--- config.mk ---
export PLATFORM = sky130hd
export DESIGN_NAME = ch_seq_flat
export DESIGN_NICKNAME = d
export VERILOG_FILES = /design/src/rtl/ch_seq_if.sv /design/src/rtl/ch_seq.sv /design/src/flat_wrapper.sv
export SDC_FILE = /design/constraint.sdc
export NUM_CORES = 1
export LEC_CHECK = 0
export CAP_MARGIN = 20
export CORE_MARGIN = 1
export CORE_UTILIZATION = 35
export CTS_CLUSTER_SIZE = 30
export DETAILED_ROUTE_END_ITERATION = 8
export SLEW_MARGIN = 25
export SYNTH_ARGS = -nofsm -noshare
export SYNTH_HDL_FRONTEND = slang
export SYNTH_SLANG_ARGS = --single-unit
--- constraint.sdc ---
create_clock -name wb_clk_i -period 4.05 [get_ports wb_clk_i]
set_input_delay 1.215 -clock wb_clk_i [delete_from_list [all_inputs] [get_ports wb_clk_i]]
set_output_delay 1.215 -clock wb_clk_i [all_outputs]
set_load 0.005 [all_outputs]
--- src/rtl/ch_seq_if.sv ---
// rtl/ch_seq_if.sv - channel buffer handshake between ch_seq and the source/destination FIFOs
interface ch_seq_if;
  logic m_reset;
  logic src_start;
  logic src_stop;
  logic src_xfer;
  logic src_last;
  logic m_endn;
  logic dst_start;
  logic dst_end;
  logic dst_xfer;

  modport master (
    output m_reset, src_xfer, src_last, m_endn, dst_xfer,
    input  src_start, src_stop, dst_start, dst_end
  );

  modport slave (
    input  m_reset, src_xfer, src_last, m_endn, dst_xfer,
    output src_start, src_stop, dst_start, dst_end
  );
endinterface

--- src/rtl/ch_seq.sv ---
// rtl/ch_seq.sv - per-channel job sequencer: clear buffer, push dc source words, drain to end word
module ch_seq #(
  parameter int CNT_W   = 24,
  parameter int CLR_CYC = 4
) (
  input  logic             wb_clk_i,
  input  logic             wb_rst_n,
  input  logic             go,
  input  logic             abort,
  input  logic [CNT_W-1:0] dc,
  ch_seq_if.master         buf_if,
  output logic             busy,
  output logic             done,
  output logic             err,
  output logic [CNT_W-1:0] out_cnt
);

  typedef enum logic [2:0] {IDLE, CLR, SRC, DRAIN, FIN} state_t;

  localparam logic [3:0]       CLR_LAST = 4'(CLR_CYC - 1);
  localparam logic [CNT_W-1:0] ONE      = CNT_W'(1);

  state_t           state_q, state_d;
  logic [CNT_W-1:0] rem_q, rem_d;
  logic [CNT_W-1:0] out_cnt_q, out_cnt_d;
  logic [3:0]       clr_cnt_q, clr_cnt_d;
  logic             abort_fl_q, abort_fl_d;
  logic             end_seen_q, end_seen_d;
  logic             m_reset_q, m_reset_d;
  logic             src_xfer_q, src_xfer_d;
  logic             src_last_q, src_last_d;
  logic             m_endn_q, m_endn_d;
  logic             dst_xfer_q, dst_xfer_d;
  logic             busy_q, busy_d;
  logic             done_q, done_d;
  logic             err_q, err_d;

  logic [CNT_W-1:0] rem_eff;
  logic             end_event;

  always_comb begin
    state_d    = state_q;
    out_cnt_d  = out_cnt_q;
    clr_cnt_d  = clr_cnt_q;
    abort_fl_d = abort_fl_q;
    m_reset_d  = m_reset_q;
    m_endn_d   = m_endn_q;
    busy_d     = busy_q;
    err_d      = err_q;
    src_xfer_d = 1'b0;
    src_last_d = 1'b0;
    dst_xfer_d = 1'b0;
    done_d     = 1'b0;

    // Words still to issue once the strobe already in flight is accounted for.
    rem_eff   = rem_q - (src_xfer_q ? ONE : '0);
    rem_d     = rem_eff;
    end_event = end_seen_q | (dst_xfer_q & buf_if.dst_end);
    end_seen_d = end_event;

    if (dst_xfer_q && !buf_if.dst_end && out_cnt_q != '1) begin
      out_cnt_d = out_cnt_q + ONE;
    end

    case (state_q)
      IDLE: begin
        if (go) begin
          out_cnt_d = '0;
          if (dc != '0) begin
            rem_d      = dc;
            err_d      = 1'b0;
            busy_d     = 1'b1;
            m_reset_d  = 1'b1;
            clr_cnt_d  = '0;
            abort_fl_d = 1'b0;
            state_d    = CLR;
          end else begin
            err_d   = 1'b1;
            state_d = FIN;
          end
        end
      end
      CLR: begin
        if (clr_cnt_q == CLR_LAST) begin
          m_reset_d = 1'b0;
          clr_cnt_d = '0;
          state_d   = abort_fl_q ? FIN : SRC;
        end else begin
          clr_cnt_d = clr_cnt_q + 4'd1;
        end
      end
      SRC: begin
        if (end_event) begin
          err_d   = 1'b1;
          state_d = FIN;
        end else begin
          dst_xfer_d = buf_if.dst_start;
          src_xfer_d = buf_if.src_start & ~buf_if.src_stop & (rem_eff != '0);
          src_last_d = buf_if.src_start & ~buf_if.src_stop & (rem_eff == ONE);
          if (src_xfer_q && src_last_q) begin
            m_endn_d = 1'b0;
            state_d  = DRAIN;
          end
        end
      end
      DRAIN: begin
        if (end_event) begin
          state_d = FIN;
        end else begin
          dst_xfer_d = buf_if.dst_start;
        end
      end
      FIN: begin
        done_d     = 1'b1;
        busy_d     = 1'b0;
        m_endn_d   = 1'b1;
        end_seen_d = 1'b0;
        abort_fl_d = 1'b0;
        state_d    = IDLE;
      end
      default: state_d = IDLE;
    endcase

    // Abort always routes through CLR so the FIFOs are flushed before FIN.
    if (abort && state_q != IDLE) begin
      src_xfer_d = 1'b0;
      src_last_d = 1'b0;
      dst_xfer_d = 1'b0;
      m_endn_d   = 1'b1;
      err_d      = 1'b1;
      busy_d     = 1'b1;
      done_d     = 1'b0;
      end_seen_d = 1'b0;
      m_reset_d  = 1'b1;
      clr_cnt_d  = '0;
      abort_fl_d = 1'b1;
      state_d    = CLR;
    end
  end

  always_ff @(posedge wb_clk_i or negedge wb_rst_n) begin
    if (!wb_rst_n) begin
      state_q    <= IDLE;
      rem_q      <= '0;
      out_cnt_q  <= '0;
      clr_cnt_q  <= '0;
      abort_fl_q <= 1'b0;
      end_seen_q <= 1'b0;
      m_reset_q  <= 1'b0;
      src_xfer_q <= 1'b0;
      src_last_q <= 1'b0;
      m_endn_q   <= 1'b1;
      dst_xfer_q <= 1'b0;
      busy_q     <= 1'b0;
      done_q     <= 1'b0;
      err_q      <= 1'b0;
    end else begin
      state_q    <= state_d;
      rem_q      <= rem_d;
      out_cnt_q  <= out_cnt_d;
      clr_cnt_q  <= clr_cnt_d;
      abort_fl_q <= abort_fl_d;
      end_seen_q <= end_seen_d;
      m_reset_q  <= m_reset_d;
      src_xfer_q <= src_xfer_d;
      src_last_q <= src_last_d;
      m_endn_q   <= m_endn_d;
      dst_xfer_q <= dst_xfer_d;
      busy_q     <= busy_d;
      done_q     <= done_d;
      err_q      <= err_d;
    end
  end

  assign buf_if.m_reset  = m_reset_q;
  assign buf_if.src_xfer = src_xfer_q;
  assign buf_if.src_last = src_last_q;
  assign buf_if.m_endn   = m_endn_q;
  assign buf_if.dst_xfer = dst_xfer_q;
  assign busy            = busy_q;
  assign done            = done_q;
  assign err             = err_q;
  assign out_cnt         = out_cnt_q;

endmodule

--- src/flat_wrapper.sv ---
// flat-port wrapper written by rule: the top's interface ports become plain ports
module ch_seq_flat 
#(
  parameter int CNT_W   = 24,
  parameter int CLR_CYC = 4
)
  (wb_clk_i, wb_rst_n, go, abort, dc, busy, done, err, out_cnt, buf_if_m_reset, buf_if_src_xfer, buf_if_src_last, buf_if_m_endn, buf_if_dst_xfer, buf_if_src_start, buf_if_src_stop, buf_if_dst_start, buf_if_dst_end);
  ch_seq_if buf_if_i ();
  input  logic wb_clk_i;
  input  logic wb_rst_n;
  input  logic go;
  input  logic abort;
  input  logic [CNT_W-1:0] dc;
  output logic busy;
  output logic done;
  output logic err;
  output logic [CNT_W-1:0] out_cnt;
  output wire logic [$bits(buf_if_i.m_reset)-1:0] buf_if_m_reset;
  output wire logic [$bits(buf_if_i.src_xfer)-1:0] buf_if_src_xfer;
  output wire logic [$bits(buf_if_i.src_last)-1:0] buf_if_src_last;
  output wire logic [$bits(buf_if_i.m_endn)-1:0] buf_if_m_endn;
  output wire logic [$bits(buf_if_i.dst_xfer)-1:0] buf_if_dst_xfer;
  input wire logic [$bits(buf_if_i.src_start)-1:0] buf_if_src_start;
  input wire logic [$bits(buf_if_i.src_stop)-1:0] buf_if_src_stop;
  input wire logic [$bits(buf_if_i.dst_start)-1:0] buf_if_dst_start;
  input wire logic [$bits(buf_if_i.dst_end)-1:0] buf_if_dst_end;
  assign buf_if_m_reset = buf_if_i.m_reset;
  assign buf_if_src_xfer = buf_if_i.src_xfer;
  assign buf_if_src_last = buf_if_i.src_last;
  assign buf_if_m_endn = buf_if_i.m_endn;
  assign buf_if_dst_xfer = buf_if_i.dst_xfer;
  assign buf_if_i.src_start = buf_if_src_start;
  assign buf_if_i.src_stop = buf_if_src_stop;
  assign buf_if_i.dst_start = buf_if_dst_start;
  assign buf_if_i.dst_end = buf_if_dst_end;
  ch_seq #(.CNT_W(CNT_W), .CLR_CYC(CLR_CYC)) u_core (.wb_clk_i(wb_clk_i), .wb_rst_n(wb_rst_n), .go(go), .abort(abort), .dc(dc), .buf_if(buf_if_i), .busy(busy), .done(done), .err(err), .out_cnt(out_cnt));
endmodule
==> metrics.csv <==
metric,value,unit
busiest grt layer,met2,
Worst EP required,4.30,ns
TNS Setup,0,ns
synthesized instance count,399,
DRC violations left,0,
Post-synth EDFFs,0,
"Primary FF master, synth",dfrtp_1,
routed len/inst,14.3,µm
antenna violations before repair,0,
multi-input logic area,1930,µm²
ranking of synthesized cells by area,"dfrtp_1 44%, nor2_1 7.7%, xor2_1 7.2%",
first-pass GRT wire length,14700,µm
clk root buf,clkbuf_8,
count of different cell masters after synthesis,59,
Peak VDD IR,207,µV
ys async rst share,1.00,
Post-DP HPWL,6290,µm
met3 Use GR,0.0338,
PD cells,499,nW/µm²
clock-pin slew on the worst setup and hold paths,0.09,ns
CP Class,primary input to flip-flop,
final hold violations,0,
Pre-Repair DR Iteration Count,4,
max-cap violation count,0,
core area,10200,µm²
H-tree level count,3,
TritonCTS Sinks,65,
post-cts repair resize count,0,
biggest area consumer among synthesized cells,dfrtp_1,
num ports,64,
Post-Place Cell Area,4440,µm²
Final setup viols,0,
Setup Skew,0.0116,ns
Ant. Diodes,0,
layout cells sized above 1,0.0882,
Synth Cell Area,3670,µm²
unrepaired setup endpoints after global routing,false,
Max Freq,308,MHz
Worst R2R Path Depth,9,
routed vias,3106,
port bufs,63,
GP Congestion,0.844,
Synth Warn #,0,
sequential area share after synthesis,0.444,
grt met2 use,0.273,
GRT Overall Usage,0.168,
number of global-route vias before repair,3035,
Setup crit end kind,flip-flop,
pin count of the biggest net entering global routing,50,
Num CTS Buffers,9,
Final Cycle Share,0.802,
Hold EP,u_core.clr_cnt_q[3],
Slew Limit Fails,0,
setup bufs post-CTS,0,
post-route minimum period,3.25,ns
vias per inst,5.17,
total wire length,8600,µm
CTS max path bufs,2,
Die Ht,104,µm
Static Leak,1.82,nW
total power,2.33,mW
min-delay src,u_core.clr_cnt_q[3],
Post-Synthesis Mean Instance Area,9.19,µm²
status,completed,
worst setup path start,buf_if_dst_end,
"Clk Latency, worst-skew pair",0.35,ns
FF/Latch Area,1630,µm²
top cell type's share of synthesized area,0.437,
CP max FO,5,
R2R Path End,u_core.buf_if.src_last,
Worst Hold Class,flip-flop to flip-flop,
P&R area growth vs syn,27.1,%
1st-iter DRT viols,110,
post-route ant nets,0,
Nets,496,
Final Util,0.456,
Place WS,0.429,ns
CTS tree,built,
PnR worst setup slack,0.801,ns
CP startpoint kind,primary input,
met1 Use GR,0.221,
CTS Hold Buffers Added,0,
die width,104,µm
slew margin rel.,0.452,
Finished Cell Area,4660,µm²
FP Rows,37,
Hold Path Stages,1,
Critical R2R Launch,u_core.buf_if.src_xfer,
Starting Density,0.358,
DIE AREA,10900,µm²
Synth Net Count,435,
Slew @ Worst Pin,0.822,ns
Worst EP arrival,3.50,ns
total grt overflow,0,
Yosys reg bits,65,
# fillers,992,
reg2reg setup slack,1.31,ns
-- logic make-up (layout without fill, tap and decap cells) --
kind of cell / Yosys count / after routing / share of synthesized area
adders and majority gates: 4 / 4 / 0.0136
and+or+nand+nor: 191 / 191 / 0.282
AOI/OAI and AO/OA: 65 / 65 / 0.113
buffers and inverters: 26 / 92 / 0.0310
muxes: 4 / 4 / 0.0116
DFF: 65 / 65 / 0.444
xor gates and xnor gates: 44 / 44 / 0.105
-- final cells by class --
type,instances,area share
clock buffer,9,0.0266
clock inverter,7,0.0217
inverter,6,0.00483
multi-input combinational,308,0.413
sequential,65,0.349
tap,136,0.0365
timing repair buffer,70,0.148
-- metal layers --
metal  up-vias  share of wire
met1      1482           0.47
met2        62           0.48
li1       1556              -
met4         0         0.0087
met3         6          0.038
met5         -              0
-- Yosys cell counts (3+ instances only) --
cell,instances
a21oi_1,26
a31oi_1,3
and2_1,6
and3_1,7
and4_1,3
clkbuf_1,17
dfrtp_1,64
ha_1,4
inv_1,6
nand2_1,14
nand2b_1,3
nand3_1,16
nand3b_1,4
nand4_1,16
nor2_1,75
nor3_1,7
nor4_1,12
nor4b_1,5
o21ai_0,13
or4_1,4
xnor2_1,14
xor2_1,30
-- through the flow --
step,instances,hold slack (ns)
global placement,585,0.469
global route,601,0.532
finish,601,0.504
floorplan,399,0.446
CTS,601,0.509
detailed placement,585,0.495
-- state kept, by name, indices dropped and copies added (netlist names) --
register                flops
u_core.buf_if.dst_xfer      1
u_core.state_q              3
u_core.end_seen_q           1
u_core.buf_if.m_reset       1
u_core.rem_q               24
u_core.done                 1
u_core.abort_fl_q           1
u_core.buf_if.m_endn        1
u_core.clr_cnt_q            4
u_core.buf_if.src_xfer      1
u_core.out_cnt             24
u_core.busy                 1
u_core.buf_if.src_last      1
u_core.err                  1
-- critical path: stages --
cell and delay, ns:
clkdlybuf4s50_1 0.42, a21oi_1 0.25, nand2_1 0.17, or4_1 0.44, or3b_2 0.49, or3_1 0.35, nor4_2 0.16
-- worst max path at each step --
stage | to | cells after the start
2_1_floorplan | u_core.buf_if.src_last | 6
3_3_place_gp | u_core.buf_if.src_last | 7
3_5_place_dp | u_core.buf_if.src_last | 7
4_1_cts | u_core.buf_if.src_last | 7
5_1_grt | u_core.buf_if.src_last | 7
6_report | u_core.buf_if.src_last | 7
-- layout by cell type (no fill, tap or decap), types with 6 or more instances in the layout --
cell	Yosys	layout
clkbuf_8	0	9
dfrtp_1	64	64
nand4_1	16	16
nor4_1	12	12
xnor2_1	14	14
nor2_1	75	75
xor2_1	30	30
clkdlybuf4s50_1	0	62
nor3_1	7	7
o21ai_0	13	13
and3_1	7	7
nand2_1	14	14
a21oi_1	26	26
buf_4	0	6
inv_1	6	6
and2_1	6	6
nand3_1	16	16
-- power by group --
part           switching, mW  total [mW]  internal [mW]
clock                  0.289       0.642          0.353
sequential             0.219        1.03          0.807
combinational          0.356       0.658          0.302
total                  0.864        2.33           1.46
Note: power is estimated with default switching activity, not from simulation.
